File: src/rtl/uart_pkg.sv
// Shared UART definitions: transmitter state encoding, frame constants and the
// baud-rate code to 16x-tick divisor table.
package uart_pkg;

    typedef enum logic [2:0] {
        IDLE   = 3'b000,
        START  = 3'b001,
        DATA   = 3'b010,
        PARITY = 3'b011,
        STOP   = 3'b100
    } tx_state_e;

    localparam int unsigned TICKS_PER_BIT = 16;
    localparam int unsigned DATA_BITS     = 8;

    // Clock cycles per 16x tick for a 50 MHz system clock.
    function automatic logic [15:0] baud_divisor(input logic [2:0] sel);
        logic [15:0] div;
        unique case (sel)
            3'b000:  div = 16'd10417;  // 300
            3'b001:  div = 16'd2604;   // 1200
            3'b010:  div = 16'd651;    // 4800
            3'b011:  div = 16'd326;    // 9600
            3'b100:  div = 16'd163;    // 19200
            3'b101:  div = 16'd81;     // 38400
            3'b110:  div = 16'd54;     // 57600
            default: div = 16'd27;     // 115200
        endcase
        return div;
    endfunction

endpackage

File: src/rtl/baud_controller.sv
// Shared 16x oversampling baud tick generator; emits a one-clock pulse every
// baud_divisor(baud_select) clocks.
module baud_controller
    import uart_pkg::*;
(
    input  logic       reset,
    input  logic       clock,
    input  logic [2:0] baud_select,
    output logic       sample_enable
);

    logic [15:0] cnt_q;
    logic        en_q;
    logic [15:0] limit;

    assign limit = baud_divisor(baud_select) - 16'd1;

    // >= rather than == so a runtime baud change never strands the counter.
    always_ff @(posedge clock or posedge reset) begin
        if (reset) begin
            cnt_q <= '0;
            en_q  <= 1'b0;
        end else if (cnt_q >= limit) begin
            cnt_q <= '0;
            en_q  <= 1'b1;
        end else begin
            cnt_q <= cnt_q + 16'd1;
            en_q  <= 1'b0;
        end
    end

    assign sample_enable = en_q;

endmodule

File: src/rtl/uart_transmitter.sv
// Double-buffered UART transmitter: start, 8 data bits LSB first, optional even
// parity (UART_TX_PARITY_EN), stop. Bit timing from the shared 16x baud tick.
module uart_transmitter
    import uart_pkg::*;
(
    input  logic       clock,
    input  logic       reset,
    input  logic [2:0] baud_select,
    input  logic       Tx_EN,
    input  logic [7:0] Tx_DATA,
    input  logic       Tx_WR,
    output logic       Tx_READY,
    output logic       TxD,
    output logic       Tx_BUSY,
    output logic       Tx_DONE,
    output logic       Tx_OVERRUN
);

    logic Tx_sample_ENABLE;

    baud_controller u_baud (
        .reset        (reset),
        .clock        (clock),
        .baud_select  (baud_select),
        .sample_enable(Tx_sample_ENABLE)
    );

    tx_state_e   state_q, state_d;
    logic [3:0]  tick_q, tick_d;
    logic [2:0]  idx_q, idx_d;
    logic [7:0]  shift_q, shift_d;
    logic [7:0]  hold_q, hold_d;
    logic        hold_valid_q, hold_valid_d;
    logic        txd_q, txd_d;
    logic        done_q, done_d;
    logic        overrun_q, overrun_d;
    logic        bit_end;
    logic        load;
`ifdef UART_TX_PARITY_EN
    logic        parity_q, parity_d;
`endif

    always_ff @(posedge clock or posedge reset) begin
        if (reset) begin
            state_q      <= IDLE;
            tick_q       <= '0;
            idx_q        <= '0;
            shift_q      <= '0;
            hold_q       <= '0;
            hold_valid_q <= 1'b0;
            txd_q        <= 1'b1;
            done_q       <= 1'b0;
            overrun_q    <= 1'b0;
`ifdef UART_TX_PARITY_EN
            parity_q     <= 1'b0;
`endif
        end else begin
            state_q      <= state_d;
            tick_q       <= tick_d;
            idx_q        <= idx_d;
            shift_q      <= shift_d;
            hold_q       <= hold_d;
            hold_valid_q <= hold_valid_d;
            txd_q        <= txd_d;
            done_q       <= done_d;
            overrun_q    <= overrun_d;
`ifdef UART_TX_PARITY_EN
            parity_q     <= parity_d;
`endif
        end
    end

    always_comb begin
        state_d      = state_q;
        tick_d       = tick_q;
        idx_d        = idx_q;
        shift_d      = shift_q;
        hold_d       = hold_q;
        hold_valid_d = hold_valid_q;
        txd_d        = txd_q;
        done_d       = 1'b0;
        overrun_d    = overrun_q;
        load         = 1'b0;
        bit_end      = (tick_q == 4'(TICKS_PER_BIT - 1));
`ifdef UART_TX_PARITY_EN
        parity_d     = parity_q;
`endif

        if (Tx_WR) begin
            if (!hold_valid_q) begin
                hold_d       = Tx_DATA;
                hold_valid_d = 1'b1;
            end else begin
                overrun_d = 1'b1;
            end
        end

        if (Tx_sample_ENABLE) begin
            if (state_q != IDLE) begin
                tick_d = tick_q + 4'd1;
            end
            case (state_q)
                IDLE: begin
                    load = hold_valid_q && Tx_EN;
                end
                START: begin
                    if (bit_end) begin
                        state_d = DATA;
                        txd_d   = shift_q[0];
                        idx_d   = '0;
                    end
                end
                DATA: begin
                    if (bit_end) begin
                        if (idx_q == 3'(DATA_BITS - 1)) begin
`ifdef UART_TX_PARITY_EN
                            state_d = PARITY;
                            txd_d   = parity_q;
`else
                            state_d = STOP;
                            txd_d   = 1'b1;
`endif
                        end else begin
                            shift_d = shift_q >> 1;
                            txd_d   = shift_q[1];
                            idx_d   = idx_q + 3'd1;
                        end
                    end
                end
`ifdef UART_TX_PARITY_EN
                PARITY: begin
                    if (bit_end) begin
                        state_d = STOP;
                        txd_d   = 1'b1;
                    end
                end
`endif
                STOP: begin
                    if (bit_end) begin
                        done_d = 1'b1;
                        if (hold_valid_q && Tx_EN) begin
                            load = 1'b1;
                        end else begin
                            state_d = IDLE;
                            txd_d   = 1'b1;
                        end
                    end
                end
                default: begin
                    state_d = IDLE;
                    txd_d   = 1'b1;
                    tick_d  = '0;
                end
            endcase

            // Loading implies hold_valid_q=1, so no write can collide with the clear.
            if (load) begin
                shift_d      = hold_q;
                hold_valid_d = 1'b0;
                state_d      = START;
                txd_d        = 1'b0;
                tick_d       = '0;
`ifdef UART_TX_PARITY_EN
                parity_d     = ^hold_q;
`endif
            end
        end
    end

    assign Tx_READY   = !hold_valid_q;
    assign TxD        = txd_q;
    assign Tx_BUSY    = (state_q != IDLE);
    assign Tx_DONE    = done_q;
    assign Tx_OVERRUN = overrun_q;

endmodule

File: config.mk
export PLATFORM = sky130hd
export DESIGN_NAME = uart_transmitter
export DESIGN_NICKNAME = d
export VERILOG_FILES = /design/src/rtl/uart_pkg.sv /design/src/rtl/baud_controller.sv /design/src/rtl/uart_transmitter.sv
export SDC_FILE = /design/constraint.sdc
export NUM_CORES = 1
export LEC_CHECK = 0
export ABC_AREA = 1
export CORE_UTILIZATION = 57
export CTS_BUF_LIST = sky130_fd_sc_hd__clkbuf_16
export DETAILED_ROUTE_END_ITERATION = 8
export DONT_BUFFER_PORTS = 1
export HOLD_SLACK_MARGIN = 0.08
export PLACE_DENSITY = 0.87
export SLEW_MARGIN = 20
export SYNTH_ARGS = -nofsm -noshare
export SYNTH_HDL_FRONTEND = slang
export SYNTH_SLANG_ARGS = --single-unit
File: constraint.sdc
create_clock -name clock -period 1.5 [get_ports clock]
set_clock_uncertainty 0.15 [all_clocks]
set_input_delay 0.15 -clock clock [delete_from_list [all_inputs] [get_ports clock]]
set_output_delay 0.15 -clock clock [all_outputs]
set_load 0.1 [all_outputs]
==> results.tsv <==
stage	metric	value	unit
setup_path	worstPathMaxFanout	4	
floorplan	ios	20	
layout	drive_above_1_share	0.413	
flow_run	drv_cap	0	
global_routing	grt_pass1_wl	12400	microns
global_routing	grt_max_degree	48	
global_routing	grt_pass1_vias	2570	
placed_design	port_buffers	0	
sta	fmax	511	MHz
setup_path	arrival	1980	ps
clock_tree	clk_pin_slew	70	ps
logic_synthesis	ys_seq_area_frac	0.432	
detailed_routing	ant_nets	0	
setup_path	critical_path_class	reg -> reg	
logic_synthesis	netlist_area	2720	sq um
setup_path	rr_startpoint	u_baud.cnt_q[1]	
layout	antenna_cells	0	
detailed_routing	first_pass_iters	9	
setup_path	critPathRequiredTime	1520	ps
floorplan	start_util	0.609	
clock_tree	root_buffer	clkbuf_16	
power_and_ir_drop	p_leak	1.83	nW
logic_synthesis	netlist_instances	332	
clock_tree	htreeDepth	2	
placed_design	detailedPlace.worstSlack	-534	ps
sta	period_share	1.30	
global_routing	grt_use_total	0.325	
placed_design	dpl.hpwl	4200	microns
sta	fin_crit	1960	ps
floorplan	dieArea	5060	sq um
layout	stdcell_area	3990	sq um
layout	fin_nets	440	
layout	final_cell_mix	buf_4 (48), dfrtp_1 (45), nand2_1 (45)	
floorplan	num_rows	24	
global_routing	antenna_found_initial	0	
placed_design	placed_area	3190	sq um
clock_tree	cts_tree	yes	
floorplan	core	4470	sq um
detailed_routing	first_iter_violations	449	
logic_synthesis	yosys_warnings	0	
detailed_routing	drt-wirelength-per-cell	21.9	microns
power_and_ir_drop	p_total	5.98	mW
logic_synthesis	yosys.area.top_type	dfrtp_1	
logic_synthesis	synth-seq-cells	47	
layout	syn2layout_area_growth	46.5	%
sta	rsz0062_at_grt	true	
power_and_ir_drop	power_density	1500	nW/um^2
detailed_routing	drt-total-wl	10100	microns
clock_tree	clock_latency	300	ps
setup_path	cp-end-kind	flop	
layout	finalNonFillerCells	459	
sta	setup_viol_count_final	35	
detailed_routing	vias	2954	
logic_synthesis	ys_types	29	
sta	finalHoldViolations	0	
hold_path	hold_path_class	in -> async	
sta	drv_slew	0	
logic_synthesis	synth_area_leaders	dfrtp_1 (42%), ha_1 (8.7%), nand2_1 (8.5%)	
floorplan	chipHeight	71.1	microns
setup_path	ff2ff_path_depth	8	
logic_synthesis	synth.avg_cell_area	8.20	sq um
sta	setup_slack	-455	ps
setup_path	setup.worst_path.start_class	flop	
global_routing	overflow	0	
outcome	outcome	finished, violations left	
outcome	violations	DRC, setup timing	
placed_design	gp_congestion	0.847	
detailed_routing	drc	1	
layout	final_common_cell	buf_4	
detailed_routing	vias_per_cell	6.44	
logic_synthesis	synth_top_area_share	0.423	
clock_tree	cts_buffer_depth	2	
power_and_ir_drop	ir_drop	0.00162	V
setup_path	r2r_setup_slack	-460	ps
setup_path	regToRegEndpoint	u_baud.cnt_q[14]	
clock_tree	cts_buffers	5	
clock_tree	clock-sinks	47	
floorplan	die_width	71.1	microns
placed_design	dp_cells	428	
## worst max-delay path: stages (launching register included)
cell and delay [ps]:
dfrtp_1 400, buf_4 150, ha_1 200, nand3_1 190
inv_2 110, nand3_2 110, nor2_2 60, xnor2_1 400
nor2_4 70
## worst max path at each step
| stage | from | endpoint | slack [ps] |
|---|---|---|---|
| floorplan | baud_select[2] | u_baud.cnt_q[10] | -410 |
| global placement | baud_select[1] | u_baud.cnt_q[1] | -460 |
| detailed placement | baud_select[1] | u_baud.cnt_q[7] | -530 |
| CTS | baud_select[2] | u_baud.cnt_q[9] | -250 |
| global route | u_baud.cnt_q[1] | u_baud.cnt_q[14] | -490 |
| finish | u_baud.cnt_q[1] | u_baud.cnt_q[14] | -460 |
## synth_stat cells, drive strengths merged
cell type	count
o21ai	24
inv	41
a21o	2
nor3	3
nand2	69
ha	19
conb	2
o211ai	2
mux2	2
buf	4
dfstp	1
nand3	27
nand3b	1
xnor2	3
o21a	1
a21oi	21
nor2	50
nand4	1
xor2	13
dfrtp	46
## routing by layer
metal | wire [microns] | vias up | track usage | share of wire
li1 | - | 1214 | - | -
met1 | 3680 | 1393 | 0.400 | 0.37
met2 | 4710 | 273 | 0.554 | 0.47
met3 | 1070 | 74 | 0.0769 | 0.11
met4 | 612 | 0 | 0.129 | 0.061
met5 | 0 | - | 0 | 0
## registers in the layout, indices dropped and copies added, names as in the netlist
register and count:
u_baud.cnt_q 16, shift_q 8, hold_valid_q 1, idx_q 3, u_baud.sample_enable 1, TxD 1, Tx_OVERRUN 1, Tx_DONE 1
state_q 3, hold_q 8, tick_q 4
## cells by family after synthesis
kind of cell / share of synthesized area
AO/OA/AOI/OAI: 0.0993
adder cells (fa/ha/maj): 0.0873
other: 0.00276
XOR/XNOR: 0.0515
flip-flops: 0.432
multiplexers: 0.00827
buffers and inverters: 0.0721
AND/OR/NAND/NOR: 0.246
## cell type report
class | instances | area, sq um
fillers | 158 | 485
inverters | 41 | 175
clock inverters | 3 | 63.8
multi-input cells | 242 | 1750
flip-flops and latches | 47 | 1180
well taps | 52 | 65.1
repair buffers | 69 | 628
clock buffers | 5 | 125
## report_power, final
part           total (mW)  internal (mW)  leakage (nW)  switching (mW)
Combinational        2.68          0.997          1.15            1.68
Clock                1.45          0.950        0.0952           0.503
Sequential           1.85           1.58         0.587           0.272
## per-stage QoR
step                      utilization  setup TNS [ps]  hold WS, ps
final                           0.891           -7640          193
after CTS                       0.810           -4010          175
after global placement          0.714           -7720        -58.1
after floorplan                     -           -6860          121
after global routing            0.891           -9530          226
after detailed placement        0.714           -9520        -58.6
## repair_timing
item | CTS | global route
pin swaps | 11 | 23
hold buffers | 10 | 0
hold endpoints to repair | 57 | 0
setup endpoints to repair | 33 | 37
cloned | 1 | 1
gates resized for setup | 34 | 74
buffers inserted | 4 | 7
Note: power is estimated with default switching activity, not from simulation.
